<file path="src/rtl/logic_unit_pkg.sv">
// Shared opcode and FSM state definitions for the logic-unit arbiter, the logic unit and its bench.
package logic_unit_pkg;

  localparam logic [2:0] OP_AND  = 3'd0;
  localparam logic [2:0] OP_OR   = 3'd1;
  localparam logic [2:0] OP_NOT  = 3'd2;
  localparam logic [2:0] OP_XOR  = 3'd3;
  localparam logic [2:0] OP_NAND = 3'd4;
  localparam logic [2:0] OP_NOR  = 3'd5;
  localparam logic [2:0] OP_XNOR = 3'd6;
  localparam logic [2:0] OP_PASS = 3'd7;

  typedef enum logic [1:0] {
    ST_IDLE = 2'd0,
    ST_EXEC = 2'd1,
    ST_RESP = 2'd2
  } state_t;

endpackage

</file>
<file path="src/rtl/logic_unit.sv">
// Combinational W-bit gate unit. All eight opcodes are defined; NOT and PASS act on operand a only.
module logic_unit
  import logic_unit_pkg::*;
#(
  parameter int W = 8
) (
  input  logic [2:0]   op,
  input  logic [W-1:0] a,
  input  logic [W-1:0] b,
  output logic [W-1:0] y
);

  always_comb begin
    y = a;
    case (op)
      OP_AND:  y = a & b;
      OP_OR:   y = a | b;
      OP_NOT:  y = ~a;
      OP_XOR:  y = a ^ b;
      OP_NAND: y = ~(a & b);
      OP_NOR:  y = ~(a | b);
      OP_XNOR: y = ~(a ^ b);
      OP_PASS: y = a;
    endcase
  end

endmodule

</file>
<file path="src/rtl/logic_unit_arbiter.sv">
// Round-robin arbiter sharing one logic_unit among NREQ requesters, one operation in flight.
// Optional per-requester saturating grant counters are enabled with `define LOGIC_ARB_STATS_EN.
module logic_unit_arbiter
  import logic_unit_pkg::*;
#(
  parameter int NREQ = 4,
  parameter int W    = 8,
  parameter int CW   = 8
) (
  input  logic                     clk,
  input  logic                     rst_n,
  input  logic [NREQ-1:0]          req_valid,
  output logic [NREQ-1:0]          req_ready,
  input  logic [NREQ*3-1:0]        req_op,
  input  logic [NREQ*W-1:0]        req_a,
  input  logic [NREQ*W-1:0]        req_b,
  output logic                     res_valid,
  input  logic                     res_ready,
  output logic [$clog2(NREQ)-1:0]  res_id,
  output logic [W-1:0]             res_data
`ifdef LOGIC_ARB_STATS_EN
  ,
  output logic [NREQ*CW-1:0]       grant_cnt
`endif
);

  localparam int IW = $clog2(NREQ);

  state_t          state, state_nxt;
  logic [IW-1:0]   rr_ptr;
  logic [IW-1:0]   gnt_idx;
  logic            gnt_found;
  logic            accept;
  logic [2:0]      op_p0;
  logic [W-1:0]    a_p0, b_p0;
  logic [IW-1:0]   id_p0;
  logic [W-1:0]    y;

  // First valid requester at or after rr_ptr, wrapping modulo NREQ.
  always_comb begin
    int            idx;
    logic [IW-1:0] idx_w;
    gnt_found = 1'b0;
    gnt_idx   = '0;
    for (int k = 0; k < NREQ; k++) begin
      idx = int'(rr_ptr) + k;
      if (idx >= NREQ) idx = idx - NREQ;
      idx_w = IW'(idx);
      if (!gnt_found && req_valid[idx_w]) begin
        gnt_found = 1'b1;
        gnt_idx   = idx_w;
      end
    end
  end

  always_ff @(posedge clk or negedge rst_n) begin
    if (!rst_n) state <= ST_IDLE;
    else        state <= state_nxt;
  end

  always_comb begin
    state_nxt = state;
    req_ready = '0;
    accept    = 1'b0;
    case (state)
      ST_IDLE: begin
        if (gnt_found) begin
          req_ready = NREQ'(1) << gnt_idx;
          accept    = 1'b1;
          state_nxt = ST_EXEC;
        end
      end
      ST_EXEC: state_nxt = ST_RESP;
      ST_RESP: if (res_valid && res_ready) state_nxt = ST_IDLE;
      default: state_nxt = ST_IDLE;
    endcase
  end

  // Stage p0: operands of the granted requester
  always_ff @(posedge clk) begin
    if (accept) begin
      op_p0 <= req_op[3*gnt_idx +: 3];
      a_p0  <= req_a[W*gnt_idx +: W];
      b_p0  <= req_b[W*gnt_idx +: W];
      id_p0 <= gnt_idx;
    end
  end

  logic_unit #(.W(W)) u_logic_unit (
    .op (op_p0),
    .a  (a_p0),
    .b  (b_p0),
    .y  (y)
  );

  // Response stage: registered result, held until the consumer takes it
  always_ff @(posedge clk or negedge rst_n) begin
    if (!rst_n) begin
      rr_ptr    <= '0;
      res_valid <= 1'b0;
      res_id    <= '0;
      res_data  <= '0;
    end else begin
      if (accept) rr_ptr <= (gnt_idx == IW'(NREQ-1)) ? '0 : gnt_idx + 1'b1;
      if (state == ST_EXEC) begin
        res_data  <= y;
        res_id    <= id_p0;
        res_valid <= 1'b1;
      end else if (state == ST_RESP && res_ready) begin
        res_valid <= 1'b0;
      end
    end
  end

`ifdef LOGIC_ARB_STATS_EN
  logic [CW-1:0] cnt_q [NREQ];

  always_ff @(posedge clk or negedge rst_n) begin
    if (!rst_n) begin
      for (int i = 0; i < NREQ; i++) cnt_q[i] <= '0;
    end else if (accept && cnt_q[gnt_idx] != '1) begin
      cnt_q[gnt_idx] <= cnt_q[gnt_idx] + 1'b1;
    end
  end

  for (genvar gi = 0; gi < NREQ; gi++) begin : g_cnt_out
    assign grant_cnt[CW*gi +: CW] = cnt_q[gi];
  end
`else
  // CW only sizes the counters; this keeps the parameter referenced when they are absent.
  if (CW > 0) begin : g_no_stats
  end
`endif

endmodule

</file>
<file path="config.mk">
export PLATFORM = sky130hd
export DESIGN_NAME = logic_unit_arbiter
export DESIGN_NICKNAME = d
export VERILOG_FILES = /design/src/rtl/logic_unit_pkg.sv /design/src/rtl/logic_unit.sv /design/src/rtl/logic_unit_arbiter.sv
export SDC_FILE = /design/constraint.sdc
export NUM_CORES = 1
export LEC_CHECK = 0
export BUFFER_PORTS_ARGS = -buffer_cell sky130_fd_sc_hd__buf_2
export CORE_UTILIZATION = 48
export CTS_CLUSTER_DIAMETER = 50
export DETAILED_ROUTE_END_ITERATION = 6
export HOLD_SLACK_MARGIN = 0.03
export PLACE_DENSITY_LB_ADDON = 0.2
export SKIP_CTS_REPAIR_TIMING = 1
export SYNTH_ARGS = -nofsm -noshare
export SYNTH_HDL_FRONTEND = slang
export SYNTH_HIERARCHICAL = 1
export SYNTH_SLANG_ARGS = --single-unit
</file>
<file path="constraint.sdc">
create_clock -name clk -period 2.31 [get_ports clk]
set_clock_uncertainty 0.15 [all_clocks]
set_input_delay 0.3465 -clock clk [delete_from_list [all_inputs] [get_ports clk]]
set_output_delay 0.3465 -clock clk [all_outputs]
set_load 0.01 [all_outputs]
</file>
==> flow_metrics.tcl <==
set metrics [dict create \
    ys_types 41 \
    worstPathRequired_ns 1.81 \
    hold_path_depth 3 \
    period_share_pct 101 \
    layout_common_cells "buf_2, nand3_1, nand2_1" \
    synth_top_area_share_pct 18.8 \
    via_count 3284 \
    clkPwrFrac_pct 9.3 \
    multi_input_area_sq_um 2070 \
    syn2layout_area_growth_pct 23.5 \
    port_buffers 97 \
    h-tree-depth 2 \
    place.gp.congestion 0.929 \
    synthTopCellsByArea "edfxtp_1, dfrtp_1, ha_1" \
    p_switching_uw 2340 \
    grt_use_total_pct 24.2 \
    cp_slowest_cell "or4_4" \
    vias_per_cell 5.92 \
    rsz0062_at_grt "true" \
    fill_cells 579 \
    cts_tree "yes" \
    crit_path_max_incr_delay_ns 0.58 \
    overflow 0 \
    min_path_type "in2reg" \
    worstRegToRegCells 7 \
    syn_nets 480 \
    p_leak_uw 0.00192 \
    fin_ws_ns -0.0229 \
    path_class "reg2out" \
    core_sq_um 6760 \
    post_drt_wl_per_cell_um 16.1 \
    fp.dieH_um 85.6 \
    synth_seq_area_share_pct 30.0 \
    ios 98 \
    std_cell_rows 30 \
    fin_total_pwr_uw 5440 \
    cts_made_buffers 5 \
    wl_mm 8.95 \
    cp-end-kind "output pin" \
    clk_latency_ns 0.29 \
    ys_ff_latch 36 \
    r2r_slack_ns 0.05 \
    finalSetupViolCount 1 \
    slew_headroom_pct 65.6 \
    grt_pass1_vias 2959 \
    ctsRootBufferMaster "clkbuf_8" \
    synth_area_per_cell_sq_um 8.82 \
    final_util_pct 61.2 \
    clk_pin_slew_worst_paths_ns 0.08 \
    cts_buffer_depth 2 \
    maxSlewViolCount 0 \
    fin_nets 574 \
    die_w_um 85.6 \
    initial_core_util_pct 49.6 \
    antenna_found_initial 0 \
    grt_max_degree 55 \
    comb_power_share_pct 64.0 \
    p_per_area_nw_per_um2 1310 \
    switching_share_pct 43.0 \
    reg2reg_from "rr_ptr[1]$_DFFE_PN0P_" \
    grt_pass1_wl_mm 14.0 \
    yosys_warnings 6 \
    drv_cap 0 \
    crit_arrival_ns 1.84 \
    finalHoldViolations 0 \
    synth_top_area_cell "edfxtp_1" \
    synth_area_sq_um 3350 \
    max_freq_mhz 429 \
    cp_max_fo 5 \
    final_antenna_net_count 0 \
    route.detailed.drc 0 \
    p_int_uw 3100 \
    hold_path.startpoint "res_ready" \
    layout_min_cycle_time_ns 2.33 \
    synthCells 380 \
    cp-start-kind "flop" \
    tightest_slew_ns 0.516 \
    peakVddDrop_v 0.000500 \
    first_iter_violations 205 \
    drive_gt1_share_pct 34.9 \
    place_hpwl_mm 6.66 \
    final_common_cell "buf_2" \
    drtPass1Iterations 5 \
    antenna_cells 0 \
    seq_power_share_pct 26.7 \
    seqCellArea_sq_um 1010 \
    whs_ns 0.201 \
    status "complete, but fails checks" \
    violations "negative setup slack" \
    startpoint "rr_ptr[0]$_DFFE_PN0P_" \
    worstPathCellList "nor2b_1 > or4_4 > nand2_2 > and3_1 > buf_2" \
    setup_tns_ns -0.0229 \
    cts_sinks 36 \
    dieArea_sq_um 7320 \
]
metal layers:
layer	global-route usage (%)	vias up	wire length (um)
li1	-	1611	-
met1	32.2	1542	3720
met2	41.8	120	4660
met3	3.56	11	476
met4	5.45	0	96
met5	0	-	0
state kept, by name (all words and copies together) (netlist names):
register and count:
a_p0 8, b_p0 8, id_p0 2, op_p0 3
res_data 8, res_id 2, res_valid 1, rr_ptr 2
state 2
cells in the mapped netlist (all sizes together):
| master | count |
|---|---|
| a221oi | 19 |
| o41a | 1 |
| nor4 | 21 |
| nor3b | 19 |
| nand2 | 34 |
| a211oi | 4 |
| edfxtp | 21 |
| a32oi | 19 |
| o21bai | 1 |
| mux2 | 17 |
| or4 | 1 |
| dfrtp | 15 |
| and3 | 1 |
| mux4 | 1 |
| or3 | 1 |
| and2 | 1 |
| nor2 | 9 |
| nor2b | 8 |
| nor3 | 2 |
| xnor2 | 6 |
| a21oi | 8 |
| a211o | 2 |
| o31ai | 1 |
| nand3 | 39 |
| o21ai | 7 |
| or4b | 1 |
| a21bo | 19 |
| mux2i | 12 |
| buf | 23 |
| clkbuf | 20 |
| a21o | 1 |
| a31oi | 1 |
| ha | 17 |
| inv | 27 |
| nand3b | 1 |
critical path: cells and delay by family (launching register included):
kind,cells,cell delay (ns)
and+or+nand+nor,4,1.01
DFF,1,0.41
buffers and inverters,1,0.13
worst paths after layout:
path	end
worst max-delay path	req_ready[1]
worst min register to register	res_valid$_DFFE_PN0P_
worst min-delay path	state[1]$_DFFE_PN0P_
worst max register to register	a_p0[5]$_DFFE_PP_
max in group asynchronous	rr_ptr[0]$_DFFE_PN0P_
min in group asynchronous	res_data[7]$_DFFE_PN0P_
power by group through the flow:
stage	clock [uW]	combinational, uW	sequential, uW
6_report	505	3480	1450
5_1_grt	542	3840	1510
4_1_cts	519	3320	1450
3_5_place_dp	0	3310	1460
3_3_place_gp	0	3170	1450
2_1_floorplan	0	2550	1380
per-stage QoR:
| stage | area, sq um | setup WS [ns] | instances |
|---|---|---|---|
| 6_report | 4140 | -0.0229 | 555 |
| 2_1_floorplan | 3350 | 0.0234 | 380 |
| 4_1_cts | 4020 | -0.178 | 547 |
| 5_1_grt | 4140 | -0.0669 | 555 |
| 3_3_place_gp | 3910 | -0.0498 | 539 |
| 3_5_place_dp | 3910 | -0.113 | 539 |
cell families after synthesis:
group | Yosys count | share of synthesized area, %
multiplexers | 30 | 10.1
XOR/XNOR | 6 | 1.57
AO/OA/AOI/OAI | 83 | 20.5
adder cells (fa/ha/maj) | 17 | 6.35
AND/OR/NAND/NOR | 138 | 22.0
buffers and inverters | 70 | 9.52
flip-flops | 36 | 30.0
cell type report:
type | count | share of cell area, %
clock inverters | 2 | 0.272
well taps | 80 | 2.42
multi-input cells | 274 | 50.2
flip-flops and latches | 36 | 24.3
inverters | 27 | 2.45
repair buffers | 130 | 18.1
clock buffers | 6 | 2.27
Power figures use the tool's default switching activity.
